## src/rtl/dmem_arbiter.sv

```systemverilog
// Two-port (CPU / debug) arbiter in front of a single-ported data memory.
// Optional starvation guard for the debug port is enabled by defining DMEM_ARB_STARVE_EN.
module dmem_arbiter #(
    parameter int STARVE_LIMIT = 4
) (
    input  logic       clock,
    input  logic       reset_n,
    input  logic       cpu_req,
    input  logic       cpu_we,
    input  logic [7:0] cpu_addr,
    input  logic [7:0] cpu_wdata,
    output logic [7:0] cpu_rdata,
    output logic       cpu_done,
    output logic       cpu_stall,
    input  logic       dbg_req,
    input  logic       dbg_we,
    input  logic [7:0] dbg_addr,
    input  logic [7:0] dbg_wdata,
    output logic [7:0] dbg_rdata,
    output logic       dbg_done,
    output logic       mem_rm,
    output logic       mem_wm,
    output logic [7:0] mem_addr,
    output logic [7:0] mem_wdata,
    input  logic [7:0] mem_rdata
);

    if (STARVE_LIMIT < 1 || STARVE_LIMIT > 15) begin : g_bad_limit
        $error("dmem_arbiter: STARVE_LIMIT must be in 1..15");
    end

    typedef enum logic [1:0] {IDLE, ACCESS, RESP} state_t;

    state_t     state;
    logic       owner_dbg;
    logic       lat_we;
    logic       dbg_wins;
    logic       sel_we;
    logic [7:0] sel_addr;
    logic [7:0] sel_wdata;

`ifdef DMEM_ARB_STARVE_EN
    logic [3:0] starve_cnt;

    // Debug overrides CPU priority once the CPU has won STARVE_LIMIT times in a row.
    always_comb begin
        dbg_wins = dbg_req & (~cpu_req | (starve_cnt == 4'(STARVE_LIMIT)));
    end

    always_ff @(posedge clock or negedge reset_n) begin
        if (!reset_n) begin
            starve_cnt <= 4'd0;
        end else if (state == IDLE) begin
            if (!dbg_req || dbg_wins) begin
                starve_cnt <= 4'd0;
            end else begin
                starve_cnt <= starve_cnt + 4'd1;
            end
        end
    end
`else
    always_comb begin
        dbg_wins = dbg_req & ~cpu_req;
    end
`endif

    always_comb begin
        sel_we    = dbg_wins ? dbg_we    : cpu_we;
        sel_addr  = dbg_wins ? dbg_addr  : cpu_addr;
        sel_wdata = dbg_wins ? dbg_wdata : cpu_wdata;
    end

    assign cpu_stall = cpu_req & ~cpu_done;

    // mem_addr / mem_wdata double as the latched address and store data.
    always_ff @(posedge clock or negedge reset_n) begin
        if (!reset_n) begin
            state     <= IDLE;
            owner_dbg <= 1'b0;
            lat_we    <= 1'b0;
            mem_rm    <= 1'b0;
            mem_wm    <= 1'b0;
            mem_addr  <= 8'h00;
            mem_wdata <= 8'h00;
            cpu_rdata <= 8'h00;
            dbg_rdata <= 8'h00;
            cpu_done  <= 1'b0;
            dbg_done  <= 1'b0;
        end else begin
            mem_rm   <= 1'b0;
            mem_wm   <= 1'b0;
            cpu_done <= 1'b0;
            dbg_done <= 1'b0;
            case (state)
                IDLE: begin
                    if (cpu_req || dbg_req) begin
                        owner_dbg <= dbg_wins;
                        lat_we    <= sel_we;
                        mem_addr  <= sel_addr;
                        mem_wdata <= sel_wdata;
                        mem_rm    <= ~sel_we;
                        mem_wm    <= sel_we;
                        state     <= ACCESS;
                    end
                end
                ACCESS: begin
                    if (!lat_we) begin
                        if (owner_dbg) begin
                            dbg_rdata <= mem_rdata;
                        end else begin
                            cpu_rdata <= mem_rdata;
                        end
                    end
                    if (owner_dbg) begin
                        dbg_done <= 1'b1;
                    end else begin
                        cpu_done <= 1'b1;
                    end
                    state <= RESP;
                end
                RESP: begin
                    state <= IDLE;
                end
                default: begin
                    state <= IDLE;
                end
            endcase
        end
    end

endmodule
```

## config.mk

```make
export PLATFORM = sky130hd
export DESIGN_NAME = dmem_arbiter
export DESIGN_NICKNAME = d
export VERILOG_FILES = /design/src/rtl/dmem_arbiter.sv
export SDC_FILE = /design/constraint.sdc
export NUM_CORES = 1
export LEC_CHECK = 0
export ABC_AREA = 1
export CORE_ASPECT_RATIO = 1.75
export CORE_MARGIN = 5
export CORE_UTILIZATION = 66
export DETAILED_ROUTE_END_ITERATION = 16
export DONT_BUFFER_PORTS = 1
export PLACE_DENSITY = 0.89
export SLEW_MARGIN = 5
export SYNTH_ARGS = -nofsm -noshare
export SYNTH_HDL_FRONTEND = slang
export SYNTH_SLANG_ARGS = --single-unit
```

## constraint.sdc

```tcl
create_clock -name clock -period 1.85 [get_ports clock]
set_input_delay 0.2775 -clock clock [delete_from_list [all_inputs] [get_ports clock]]
set_output_delay 0.2775 -clock clock [all_outputs]
set_load 0.01 [all_outputs]
```

==> metrics.md <==
| Metric | Value |
|---|---|
| CORE AREA | 0.002690 sq mm |
| Initial DRC count | 36 |
| Total Nets Final | 268 |
| H-tree levels | 2 |
| Min-Delay Path Class | in2reg |
| Mapped Avg Cell Area | 8.319 sq um |
| Root Buffer | clkbuf_8 |
| Vias post-DR | 1,391 |
| CTS-repair resized insts | 0 |
| Rows | 25 |
| Largest net degree at the start of global routing | 41 |
| Required time of the critical path | 1.57 ns |
| Vias in the first global route | 1,319 |
| Crit path largest cell delay | 0.43 ns |
| Delay-heaviest family, CP | flip-flops |
| Routed wire per std cell | 15.67 microns |
| Setup-failing EPs final | 0 |
| Clock transition at path regs | 0.07 ns |
| Grt ovf | 0 |
| Worst EP arrival | 0.93 ns |
| Fin util | 71.72% |
| Post-Route Skew | 0.004500 ns |
| ANT cells | 0 |
| Crit Path Class | reg2out |
| Starting Density | 68.65% |
| Seq cells post-synth | 40 |
| Fin crit share | 65.24% |
| Worst skew pair latency | 0.28 ns |
| Total CTS buffers | 5 |
| Ys Warns | 0 |
| Max Fanout on Critical Path | 2 |
| Die Wd | 49.99 microns |
| Final std cells w/o fill | 250 |
| Fmax | 0.8286 GHz |
| Placer congestion estimate | 0.7819 |
| Die area | 0.003998 sq mm |
| Initial antenna violation count | 0 |
| Reg2Reg Depth | 5 |
| Ports | 83 |
| Slew Limit Fails | 0 |
| Leak pwr | 1.073 nW |
| Worst rel slew slack | 74.74% |
| Maximum vdd ir drop | 1.065 mV |
| Worst Path Buf+Inv | 0 |
| CP max stage cell | dfrtp_1 |
| First-pass GRT wire length | 6.168 mm |
| Ratio of cells with drive above 1 in the final layout | 10.31% |
| Status | complete, no violations |
| CTS Sinks | 40 |
| RSZ-0062 raised after global routing | false |
| Hpwl dp | 3.006 mm |
| Net Count, Synth | 268 |
| Yosys cell types | 17 |
| CP startpoint kind | register |
| Final Cell Area | 0.001929 sq mm |
| First-pass DRT Iterations | 4 |
| Crit path depth | 1 |
| Mapped Area | 0.001847 sq mm |
| Layout Area Growth over Synthesis | 4.472% |
| Die height | 79.98 microns |
| Clock Path Buffers | 2 |
| Worst slew pin tran | 0.3783 ns |
| Drt total wl | 3.918 mm |
| Final Hold Fails | 0 |
| Placed Area | 0.001792 sq mm |
| Hold path depth | 2 |
| GRT Total Usage | 20.20% |
| Critical path capture point type | output pin |
| Drt via density | 5.564 |
| Fillers | 227 |
| Post-route ant nets | 0 |
| Power Density | 1746 mW/mm^2 |
| Final min period | 1.207 ns |
| Worst path cell trace | nor2_1 |
| Setup TNS | 0 ns |
| Placed insts | 240 |
| Drt drc | 0 |
| Max-cap viol count | 0 |
| Seq/Total Area, Yosys | 54.20% |
| IO Port Bufs | 0 |
| CTS tree | yes |
| Post-Syn Instances | 222 |
-- path summary, 6_finish.rpt --
kind | from | endpoint | slack, ns
max reg2reg | state[1]$_DFFE_PN0P_ | dbg_rdata[7]$_DFFE_PN0P_ | 0.67
max in group asynchronous | reset_n | mem_addr[5]$_DFFE_PN0P_ | 1.21
min | mem_rdata[6] | dbg_rdata[6]$_DFFE_PN0P_ | 0.13
min in group asynchronous | reset_n | cpu_rdata[2]$_DFFE_PN0P_ | 0.45
min reg2reg | state[1]$_DFFE_PN0P_ | state[1]$_DFFE_PN0P_ | 0.47
max | cpu_done$_DFF_PN0_ | cpu_stall | 0.64
-- synth_stat cells --
master | count | area (sq um)
nor2_2 | 2 | 12.51
buf_8 | 1 | 15.01
buf_6 | 5 | 56.30
clkinv_8 | 1 | 16.27
nand2_1 | 118 | 442.9
nand2_8 | 1 | 20.02
inv_2 | 5 | 18.77
buf_2 | 2 | 10.01
inv_1 | 1 | 3.750
nand2_2 | 2 | 12.51
nor2_4 | 1 | 11.26
o21ai_1 | 1 | 5.000
dfrtp_1 | 40 | 1001
nand3_1 | 33 | 165.2
nor2_1 | 5 | 18.77
buf_4 | 2 | 15.01
nand2_4 | 2 | 22.52
-- report_power, final --
part           switching, mW  internal [mW]  leakage, nW
Clock                  0.281          0.400       0.0552
Combinational          0.613          0.308        0.520
Sequential             0.479           1.29        0.498
Total                   1.37           2.00         1.07
-- state kept, by name, summed over array words and instances (netlist names) --
signal,count
cpu_rdata,8
mem_wdata,8
mem_rm,1
mem_wm,1
lat_we,1
dbg_rdata,8
dbg_done,1
cpu_done,1
mem_addr,8
owner_dbg,1
state,2
-- repair_timing --
action | in CTS | in global routing
hold buffers | 2 | 0
endpoints found under the hold margin | 40 | 0
buffers inserted | 0 | 0
-- metal layers --
layer | share of wire [%] | up-vias | global-route usage, %
li1 | - | 688 | -
met1 | 35 | 643 | 22.65
met2 | 55 | 55 | 33.88
met3 | 8.7 | 5 | 8.224
met4 | 0.92 | 0 | 6.824
met5 | 0 | - | 0
-- cell families (layout without fill, tap and decap cells) --
logic type | after synthesis | count (layout) | share of synthesized area, %
AO/OA/AOI/OAI | 1 | 1 | 0.2707
buffers and inverters | 17 | 18 | 7.317
flip-flops | 40 | 40 | 54.20
AND/OR/NAND/NOR | 164 | 164 | 38.21
-- layout by cell type (no fill, tap or decap) --
cell and count:
nand2_2 2, clkbuf_1 1, inv_2 5, nand2_8 1, clkinv_2 1, bufinv_16 1, nor2_4 1, buf_12 1
dfrtp_1 40, inv_1 1, nor2_1 5, clkbuf_8 5, clkinv_8 1, nand3_1 33, nor2_2 2, o21ai_1 1
dlygate4sd3_1 1, nand2_4 2, nand2_1 118, buf_4 1
-- final cells by class --
class	instances	area (sq um)	share of cell area, %
Sequential cell	40	1001	51.88
Multi-Input combinational cell	165	710.7	36.84
Clock buffer	6	72.57	3.761
Inverter	7	38.79	2.010
Timing Repair Buffer	3	37.54	1.946
Clock inverter	2	35.03	1.816
Tap cell	27	33.78	1.751
-- metrics by stage --
stage	setup WS, ns	hold slack (ns)	total power, mW
finish	0.6431	0.1319	3.369
global route	0.5284	0.1239	3.620
CTS	0.6234	0.1265	3.412
detailed placement	0.6452	-0.01713	2.706
global placement	0.6587	-0.01711	2.659
floorplan	0.8069	-0.01809	2.561
No activity file was read; power rests on OpenSTA's default activity.
==> RTL edit 1, RTL diff (config.mk and constraints unchanged) <==
The option `DMEM_ARB_STARVE_EN` is turned on by a define.
--- a/src/rtl/dmem_arbiter.sv
+++ b/src/rtl/dmem_arbiter.sv
@@ -1,5 +1,7 @@
 // Two-port (CPU / debug) arbiter in front of a single-ported data memory.
 // Optional starvation guard for the debug port is enabled by defining DMEM_ARB_STARVE_EN.
+`define DMEM_ARB_STARVE_EN
+
 module dmem_arbiter #(
     parameter int STARVE_LIMIT = 4
 ) (
Check against the original RTL: same outputs for any inputs over 10 cycles, from zero or initial values and one cycle with reset_n low; that may be too few to reach the edited logic, so the function may still have changed.
==> RTL edit 1 against the unedited design <==
Cell area is 15% higher; power up 5.4%; setup slack got worse by 350 ps; clock power increased by 8.5%; synthesized area grew 13%; worst hold slack is essentially flat; non-clock buffer count grew 1; maximum frequency is 22% lower; clock skew increased by 2.5 ps; routed wire length up 8.9%; sequential cell count grew 4.
==> RTL edit 1: results (changes against the unedited design) <==
Placed inst area: 2070 sq um (was 1790 sq um)
CTS buffer count: 5 (unchanged)
Vias per cell: 5.24 (was 5.56)
Placed wire-length estimate: 3150 um (was 3010 um)
WP data arrival: 1750 ps (was 930 ps)
Leak Pwr: 1.27 nW (was 1.07 nW)
Status: complete, no violations (unchanged)
Largest net degree at the start of global routing: 45 (was 41)
Worst slew pin tran: 452 ps (was 378 ps)
Worst-Skew Late Latency: 300 ps (was 280 ps)
DR pass1 iterations: 4 (unchanged)
Clock-pin slew on the worst setup and hold paths: 90 ps (was 70 ps)
Worst vdd ir: 979 uV (was 1060 uV)
Netlist cell types: 19 (was 17)
CTS Root Cell: clkbuf_8 (unchanged)
Setup Skew: 7.00 ps (was 4.50 ps)
Worst-path maximum fanout: 18 (was 2)
Layout cells sized above 1: 8.08% (was 10.3%)
# fillers: 253 (was 227)
Pre-CTS setup slack: 309 ps (was 645 ps)
Cells taking the most area after synthesis: dfrtp_1 53%, nand2_1 13%, inv_1 9.7% (was dfrtp_1 54%, nand2_1 24%, nand3_1 8.9%)
GRT Overall Usage: 21.3% (was 20.2%)
Internal power: 2.13 mW (was 2.00 mW)
Layout Nets: 307 (was 268)
DR iter-0 viols: 44 (was 36)
First-pass GRT wire length: 7130 um (was 6170 um)
Sequential share of the synthesized area: 52.8% (was 54.2%)
Most instantiated cells after synthesis: 72 x nand2_1, 54 x inv_1, 44 x dfrtp_1 (was 118 x nand2_1, 40 x dfrtp_1, 33 x nand3_1)
Total wire length: 4270 um (was 3920 um)
Mapped Avg Cell Area: 8.12 sq um (was 8.32 sq um)
Post-Layout Cell Count: 303 (was 250)
Placed insts: 293 (was 240)
CTS H-tree lvls: 2 (unchanged)
Final Wtd Congestion: 0.813 (was 0.782)
## RTL edit 1: critical path: stages, from the launching register on
cell	delay, ps
dfrtp_1	390
inv_1	90
ha_1	200
nand3_1	110
nand2_2	80
nand2_2	270
nand2_1	150
nand3_1	110
nand2_1	50
## RTL edit 1: cell type report
| cell class | count | area [sq um] | share of cell area [%] |
|---|---|---|---|
| flip-flops and latches | 44 | 1100 | 49.6 |
| multi-input cells | 148 | 694 | 31.3 |
| inverters | 56 | 210 | 9.47 |
| clock buffers | 5 | 68.8 | 3.10 |
| well taps | 43 | 53.8 | 2.42 |
| clock inverters | 3 | 46.3 | 2.09 |
| repair buffers | 4 | 45.0 | 2.03 |
## RTL edit 1: logic make-up after synthesis
logic type / synth area share [%]
xor gates and xnor gates: 0.839
DFF: 52.8
adders and majority gates: 1.20
buffers and inverters: 14.0
and+or+nand+nor: 25.3
AOI/OAI and AO/OA: 5.94
## RTL edit 1: routing by layer
metal  vias up  part of all wire, %  track usage [%]
met5         -                    0                0
met4         0                 0.80             5.58
met3         4                  6.9             6.22
met2        63                   55             38.5
met1       746                   37             23.2
li1        775                    -                -
## RTL edit 1: worst paths after layout
path,startpoint,to,slack [ps],depth (start not counted)
max in group asynchronous,reset_n,mem_wdata[7],1200,2
max,starve_cnt[0],lat_we,300,8
min in group asynchronous,reset_n,lat_we,450,2
min reg2reg,owner_dbg,cpu_done,510,1
max reg2reg,starve_cnt[0],lat_we,300,8
min,mem_rdata[0],cpu_rdata[0],130,2
## RTL edit 1: power groups by stage
stage	Combinational (mW)	Sequential [mW]	Clock (mW)
global placement	0.842	1.92	0
floorplan	0.806	1.83	0
CTS	0.926	1.92	0.759
finish	0.908	1.90	0.739
detailed placement	0.897	1.93	0
global route	1.07	1.95	0.809
==> RTL edit 2, RTL diff (same flow settings) <==
Made on the original files. Register the output `dbg_rdata` once more, with the module's reset; this adds one clock of latency there. The other outputs are not delayed to match.
--- a/src/rtl/dmem_arbiter.sv
+++ b/src/rtl/dmem_arbiter.sv
@@ -24,6 +24,8 @@
     output logic [7:0] mem_wdata,
     input  logic [7:0] mem_rdata
 );
+
+    logic [7:0] dbg_rdata_s0;
 
     if (STARVE_LIMIT < 1 || STARVE_LIMIT > 15) begin : g_bad_limit
         $error("dmem_arbiter: STARVE_LIMIT must be in 1..15");
@@ -83,7 +85,7 @@
             mem_addr  <= 8'h00;
             mem_wdata <= 8'h00;
             cpu_rdata <= 8'h00;
-            dbg_rdata <= 8'h00;
+            dbg_rdata_s0 <= 8'h00;
             cpu_done  <= 1'b0;
             dbg_done  <= 1'b0;
         end else begin
@@ -106,7 +108,7 @@
                 ACCESS: begin
                     if (!lat_we) begin
                         if (owner_dbg) begin
-                            dbg_rdata <= mem_rdata;
+                            dbg_rdata_s0 <= mem_rdata;
                         end else begin
                             cpu_rdata <= mem_rdata;
                         end
@@ -128,4 +130,12 @@
         end
     end
 
+    always_ff @(posedge clock or negedge reset_n) begin
+        if (!reset_n) begin
+            dbg_rdata <= '0;
+        end else begin
+            dbg_rdata <= dbg_rdata_s0;
+        end
+    end
+
 endmodule
Formal check against the unedited RTL: not equivalent (Yosys sat finds a counterexample within 4 cycles, from zero or initial values and one cycle with reset_n low).
==> RTL edit 2 against the unedited design <==
Sequential cell count increased by 8; power increased by 6.7%; critical path depth stayed put; routed wire length increased by 3.6%; sequential power grew 16%; synthesized area rose by 10%; clock skew rose by 0.92 ps; die area up 8.7%; setup slack worse by 4.1 ps; cell area is 11% higher; critical endpoint unchanged.
==> RTL edit 2: results (changes against the unedited design) <==
Final Wtd Congestion: 0.749 (was 0.782)
Hold path cells: 2 (unchanged)
Antenna Cells: 0 (unchanged)
Sequential share of the synthesized area: 58.9% (was 54.2%)
Mux contribution to synthesized area: 0% (unchanged)
Status: complete, no violations (unchanged)
Layout cells sized above 1: 9.52% (was 10.3%)
Worst vdd ir: 1000 uV (was 1060 uV)
Min-delay src: mem_rdata[5] (was mem_rdata[6])
Synth Area in Compound Gates: 0.245% (was 0.271%)
Total wire length: 4060 um (was 3920 um)
WHS Endpoint: cpu_rdata[5] (was dbg_rdata[6])
Syn_nets: 276 (was 268)
DR pass1 iterations: 6 (was 4)
Cells taking the most area after synthesis: dfrtp_1 59%, nand2_1 22%, nand3_1 8.1% (was dfrtp_1 54%, nand2_1 24%, nand3_1 8.9%)
Leak Pwr: 1.16 nW (was 1.07 nW)
Synth Warn #: 0 (unchanged)
Largest net degree at the start of global routing: 49 (was 41)
Relative slew slack: 76.1% (was 74.7%)
Most instantiated cells after synthesis: 118 x nand2_1, 48 x dfrtp_1, 33 x nand3_1 (was 118 x nand2_1, 40 x dfrtp_1, 33 x nand3_1)
Vias per cell: 5.28 (was 5.56)
First-pass GRT wire length: 6760 um (was 6170 um)
DR iter-0 viols: 36 (unchanged)
R2R Path End: lat_we (was dbg_rdata[7])
GRT Overall Usage: 20.9% (was 20.2%)
Launch point of the worst reg-to-reg path: state[0] (was state[1])
Vias in the first global route: 1,464 (was 1,319)
R2R cell count: 5 (unchanged)
Setup Skew: 5.42 ps (was 4.50 ps)
Placed wire-length estimate: 2910 um (was 3010 um)
==> RTL edit 2: per-layer routing <==
layer / track usage, % / part of all wire, % / vias up / wire [um]
li1: - / - / 712 / -
met1: 23.3 / 37 / 662 / 1500
met2: 34.7 / 52 / 59 / 2120
met3: 6.80 / 8.5 / 9 / 346
met4: 9.79 / 2.5 / 0 / 102
met5: 0 / 0 / - / 0
==> RTL edit 2: report_power, final <==
group | leakage, nW | internal [mW] | switching, mW
Combinational | 0.522 | 0.309 | 0.613
Clock | 0.0455 | 0.305 | 0.316
Sequential | 0.594 | 1.55 | 0.502
Total | 1.16 | 2.16 | 1.43
==> RTL edit 2: how the worst max path moves through the flow <==
stage	startpoint	to	slack (ps)	cells after the start
2_1_floorplan	cpu_req	cpu_stall	810	4
3_3_place_gp	cpu_req	lat_we	630	6
3_5_place_dp	cpu_req	lat_we	630	6
4_1_cts	cpu_done	cpu_stall	620	1
5_1_grt	lat_we	cpu_rdata[0]	550	4
6_report	cpu_done	cpu_stall	640	1
==> RTL edit 2: stage by stage <==
stage / area, sq um / worst slack, ps / power [mW] / std cells
finish: 2130 / 639 / 3.59 / 273
global route: 2130 / 554 / 3.90 / 273
floorplan: 2040 / 806 / 2.84 / 230
CTS: 2130 / 621 / 3.65 / 273
detailed placement: 2010 / 632 / 2.99 / 263
global placement: 2010 / 634 / 2.95 / 263
==> RTL edit 2: final cells by class <==
type                            count  area (sq um)
Multi-Input combinational cell    165           711
Fill cell                         241           827
Sequential cell                    48          1200
Inverter                            7          33.8
Clock buffer                        8          90.1
Timing Repair Buffer                3          45.0
Tap cell                           42          52.6
